## config.mk

```make
export PLATFORM = sky130hd
export DESIGN_NAME = rm_encoder_seq
export DESIGN_NICKNAME = d
export VERILOG_FILES = /design/src/rtl/rm_pkg.sv /design/src/rtl/rm_lane_xor.sv /design/src/rtl/rm_encoder_seq.sv
export SDC_FILE = /design/constraint.sdc
export NUM_CORES = 1
export LEC_CHECK = 0
export CAP_MARGIN = 20
export CORE_ASPECT_RATIO = 1.2
export CORE_MARGIN = 2
export CORE_UTILIZATION = 50
export DETAILED_ROUTE_END_ITERATION = 12
export GPL_ROUTABILITY_DRIVEN = 0
export PLACE_DENSITY_LB_ADDON = 0.2
export SLEW_MARGIN = 20
export SYNTH_ARGS = -nofsm -noshare
export SYNTH_HDL_FRONTEND = slang
export SYNTH_SLANG_ARGS = --single-unit
```

## constraint.sdc

```tcl
create_clock -name clk -period 3.7 [get_ports clk]
set_clock_uncertainty 0.15 [all_clocks]
set_input_delay 0.555 -clock clk [delete_from_list [all_inputs] [get_ports clk]]
set_output_delay 0.555 -clock clk [all_outputs]
set_load 0.02 [all_outputs]
```

## src/rtl/rm_pkg.sv

```systemverilog
// rtl/rm_pkg.sv - Reed-Muller encoder shared types and generator-row helpers
package rm_pkg;

    typedef enum logic [1:0] {
        ST_IDLE = 2'd0,
        ST_ENC  = 2'd1,
        ST_DONE = 2'd2
    } rm_state_t;

    localparam int RM_MAX_M = 8;

    function automatic int clog2(input int v);
        int r;
        r = 0;
        while ((1 << r) < v) r++;
        return r;
    endfunction

    function automatic int rm_binom(input int n, input int k);
        int c;
        c = 1;
        for (int j = 0; j < k; j++) c = c * (n - j) / (j + 1);
        return c;
    endfunction

    function automatic int rm_k(input int m, input int r);
        int s;
        s = 0;
        for (int i = 0; i <= r; i++) s += rm_binom(m, i);
        return s;
    endfunction

    // Bit j-1 of the mask selects x_j. Scanning bit-reversed masks downward
    // within each degree yields lexicographic order by variable index.
    function automatic logic [RM_MAX_M-1:0] rm_row_subset(input int m, input int r, input int k);
        logic [RM_MAX_M-1:0] mask;
        logic [31:0]         vb;
        int                  idx;
        mask = '0;
        idx  = 0;
        for (int d = 0; d <= r; d++) begin
            for (int v = (1 << m) - 1; v >= 0; v--) begin
                vb = 32'(v);
                if ($countones(vb) == d) begin
                    if (idx == k) begin
                        for (int j = 0; j < m; j++) mask[j] = vb[m-1-j];
                    end
                    idx++;
                end
            end
        end
        return mask;
    endfunction

endpackage

```

## src/rtl/rm_lane_xor.sv

```systemverilog
// rtl/rm_lane_xor.sv - combinational RM codeword slice: LANES positions from a base index
module rm_lane_xor
    import rm_pkg::*;
#(
    parameter int M     = 5,
    parameter int R     = 2,
    parameter int LANES = 32
) (
    input  logic [rm_k(M,R)-1:0] i_data,
    input  logic [M-1:0]         i_base,
    output logic [LANES-1:0]     o_bits
);

    localparam int K = rm_k(M, R);

    for (genvar l = 0; l < LANES; l++) begin : g_lane
        logic [M-1:0] w_idx;
        logic [K-1:0] w_term;

        // base is always a multiple of LANES, so OR equals add here
        assign w_idx = i_base | M'(l);

        for (genvar k = 0; k < K; k++) begin : g_row
            localparam logic [M-1:0] MASK = M'(rm_row_subset(M, R, k));
            assign w_term[k] = i_data[k] & (&(w_idx | ~MASK));
        end

        assign o_bits[l] = ^w_term;
    end

endmodule

```

## src/rtl/rm_encoder_seq.sv

```systemverilog
// rtl/rm_encoder_seq.sv - RM(R,M) encoder, LANES bits per beat, one word in flight
module rm_encoder_seq
    import rm_pkg::*;
#(
    parameter int M     = 5,
    parameter int R     = 2,
    parameter int LANES = 32
) (
    input  logic                  clk,
    input  logic                  rst_n,
    input  logic                  in_valid,
    output logic                  in_ready,
    input  logic [rm_k(M,R)-1:0]  in_data,
    output logic                  out_valid,
    input  logic                  out_ready,
    output logic [(1<<M)-1:0]     out_cw,
    output logic                  busy
);

    localparam int N     = 1 << M;
    localparam int K     = rm_k(M, R);
    localparam int BEATS = N / LANES;
    localparam int CW    = (BEATS > 1) ? clog2(BEATS) : 1;

    if (M < 3 || M > RM_MAX_M || R < 0 || R > M || LANES < 1 || LANES > N ||
        (LANES & (LANES - 1)) != 0) begin : g_bad_params
        $error("rm_encoder_seq: illegal parameters M=%0d R=%0d LANES=%0d", M, R, LANES);
    end

    rm_state_t        r_state;
    rm_state_t        w_state_nxt;
    logic [CW-1:0]    r_beat;
    logic [K-1:0]     r_data;
    logic [N-1:0]     r_cw;
    logic [M-1:0]     w_base;
    logic [LANES-1:0] w_lane;
    logic             w_last;

    assign w_last = (r_beat == CW'(BEATS - 1));
    assign w_base = M'(r_beat) * M'(LANES);

    rm_lane_xor #(.M(M), .R(R), .LANES(LANES)) u_lane_xor (
        .i_data (r_data),
        .i_base (w_base),
        .o_bits (w_lane)
    );

    always_ff @(posedge clk or negedge rst_n) begin
        if (!rst_n) begin
            r_state <= ST_IDLE;
            r_beat  <= '0;
            r_data  <= '0;
            r_cw    <= '0;
        end else begin
            r_state <= w_state_nxt;
            if (r_state == ST_IDLE && in_valid) begin
                r_data <= in_data;
                r_beat <= '0;
            end
            if (r_state == ST_ENC) begin
                r_beat <= w_last ? '0 : r_beat + 1'b1;
                for (int b = 0; b < BEATS; b++) begin
                    if (r_beat == CW'(b)) r_cw[b*LANES +: LANES] <= w_lane;
                end
            end
        end
    end

    always_comb begin
        w_state_nxt = r_state;
        in_ready    = 1'b0;
        out_valid   = 1'b0;
        busy        = 1'b1;
        unique case (r_state)
            ST_IDLE: begin
                in_ready = 1'b1;
                busy     = 1'b0;
                if (in_valid) w_state_nxt = ST_ENC;
            end
            ST_ENC: begin
                if (w_last) w_state_nxt = ST_DONE;
            end
            ST_DONE: begin
                out_valid = 1'b1;
                if (out_ready) w_state_nxt = ST_IDLE;
            end
            default: w_state_nxt = ST_IDLE;
        endcase
    end

    assign out_cw = r_cw;

endmodule
```

==> reports/results.tsv <==
metric	value	unit
via count	1564	
Hold Vio Cnt, Final	0	
Worst-Skew Late Latency	0.30	ns
final setup vio count	0	
Synth Register Bits	50	
Post-CTS Resized	0	
Synth cell types	22	
Fmax achieved	423	MHz
Reg2Reg Setup Slack	1.51	ns
YS warnings	0	
most common cell after layout, fill and taps aside	clkdlybuf4s50_1	
Initial Utilization	51.0	%
worst path required time	2.99	ns
CP Max Fanout	3	
Avg Synthesized Cell Area	12.3	sq um
setup TNS	0	ns
final WL	4.54	mm
Slew @ Worst Pin	0.989	ns
RR Startpoint	r_data[0]	
Synth-to-Final Area Change	22.8	%
initial drt markers	68	
Most used DFF post-synth	dfrtp_1	
CP Launch Point	r_state[0]	
Bufs on Longest Clock Path	2	
largest net degree at the start of global routing	65	
DRC	0	
leading area contributor after synthesis	dfrtp_1	
CTS H-tree lvls	2	
sequential element share of the synthesized area	47.3	%
hold crit path type	input pin to asynchronous set/reset pin	
GRT overflow	0	
Final Critical Period	2.36	ns
fin crit share	63.8	%
Die Ht	83.7	um
Layout Nets	279	
vias per std cell	4.86	
Post-DP HPWL	3.36	mm
Final Max Slew Viols	0	
synth top area cells	dfrtp_1 47%, xnor2_1 11%, mux2_2 7.2%	
reg-to-reg endpoint	out_cw[27]	
Mapped Cells	215	
clk sinks	50	
Async SR Flop Fraction	100	%
commonest cells after routing, fill and taps aside	53 x clkdlybuf4s50_1, 50 x dfrtp_1, 32 x xnor2_1, 31 x nand2_1, 26 x o21ai_0	
drt first pass iters	4	
crit path capture type	output port	
Routed WL per cell	14.1	um
Netlist Area Pre-Place	2650	sq um
antenna-violating nets left	0	
die area	5890	sq um
Port Buf Inserts	54	
Die X-Extent	70.4	um
outcome	complete, no violations	
share of cells above drive strength 1	14.2	%
Post-synth EDFFs	0	
number of global-route vias before repair	1526	
Core ar.	5190	sq um
Worst Setup Path Type	flop to output port	
CTS buffer count	5	
critical path arrival	1.66	ns
RSZ-0062 raised after global routing	false	
number of diodes	0	
CTS tree	yes	
first-pass GRT wire length	7.61	mm
total track usage	16.9	%
hold_buf cts	0	
I/O pins	55	
reg2reg path depth	4	
number of post-CTS setup repair buffers	0	
initial antenna violation count	0	
Clk pin slew, worst setup/hold paths	0.09	ns
Max-cap violations	0	
Syn Nets	235	
Yosys top cell area share	47.3	%
type of origin of the critical path	flop	
Slew headroom	34.1	%
CTS root buffer	clkbuf_8	
site row count	29	
-- registers in the layout, summed over array words and instances (netlist names) --
| name | cells |
|---|---|
| out_cw | 32 |
| r_state | 2 |
| r_data | 16 |
-- cells by family (layout without fill, tap and decap cells) --
logic type / count (synthesis) / in the layout / share of synthesized area (%)
xor+xnor: 62 / 62 / 29.6
flops: 50 / 50 / 47.3
simple gates: 35 / 35 / 5.35
compound gates: 32 / 32 / 6.05
buf+inv: 19 / 64 / 4.49
mux: 17 / 17 / 7.24
-- stage by stage --
step / setup slack [ns] / hold WS (ns) / instances / utilization [%] / instance area [sq um]
6_report: 1.34 / 0.105 / 322 / 62.6 / 3250
5_1_grt: 1.24 / 0.148 / 322 / 62.6 / 3250
4_1_cts: 1.32 / 0.341 / 322 / 62.5 / 3240
3_5_place_dp: 1.40 / 0.320 / 314 / 60.7 / 3150
3_3_place_gp: 1.42 / 0.311 / 314 / 60.7 / 3150
2_1_floorplan: 1.66 / 0.109 / 215 / - / 2650
-- layer usage --
metal	track usage, %	share of wire [%]	up-vias
met1	22.8	45	729
met2	26.9	50	38
met3	3.86	4.2	6
li1	-	-	791
met4	5.77	1.5	0
met5	0	0	-
-- critical path, stage by stage (launching register included) --
cell and delay [ns]:
dfrtp_1 0.40, or2_2 0.29, inv_1 0.07, clkdlybuf4s50_1 0.60
-- Yosys cell counts (2+ instances only) --
library cell / n
dfrtp_1: 50
xnor2_1: 32
nand2_1: 31
o21ai_0: 26
mux2_2: 17
xor2_1: 11
xnor3_1: 8
o21ai_1: 6
buf_2: 5
xnor2_2: 5
buf_6: 4
clkbuf_1: 4
buf_4: 3
inv_1: 2
nand2b_1: 2
xor3_1: 2
xor3_4: 2
-- final cells by class --
cell class                 instances  area (sq um)
clock buffer                       6          82.6
inverter                           2          7.51
tap                               62          77.6
clock inverter                     2          12.5
sequential                        50          1250
fill                             447          1940
timing repair buffer              54           538
multi-input combinational        146          1280
-- how the worst max path moves through the flow --
stage	slack, ns	end	cells past startpoint
floorplan	1.66	r_data[0]	6
global placement	1.42	r_data[12]	3
detailed placement	1.40	r_data[12]	3
CTS	1.32	in_ready	3
global route	1.24	in_ready	3
finish	1.34	in_ready	3
Power is left out: the tool's default activity adds up to more than one toggle a clock period on the data nets, which glitch-free logic cannot reach.
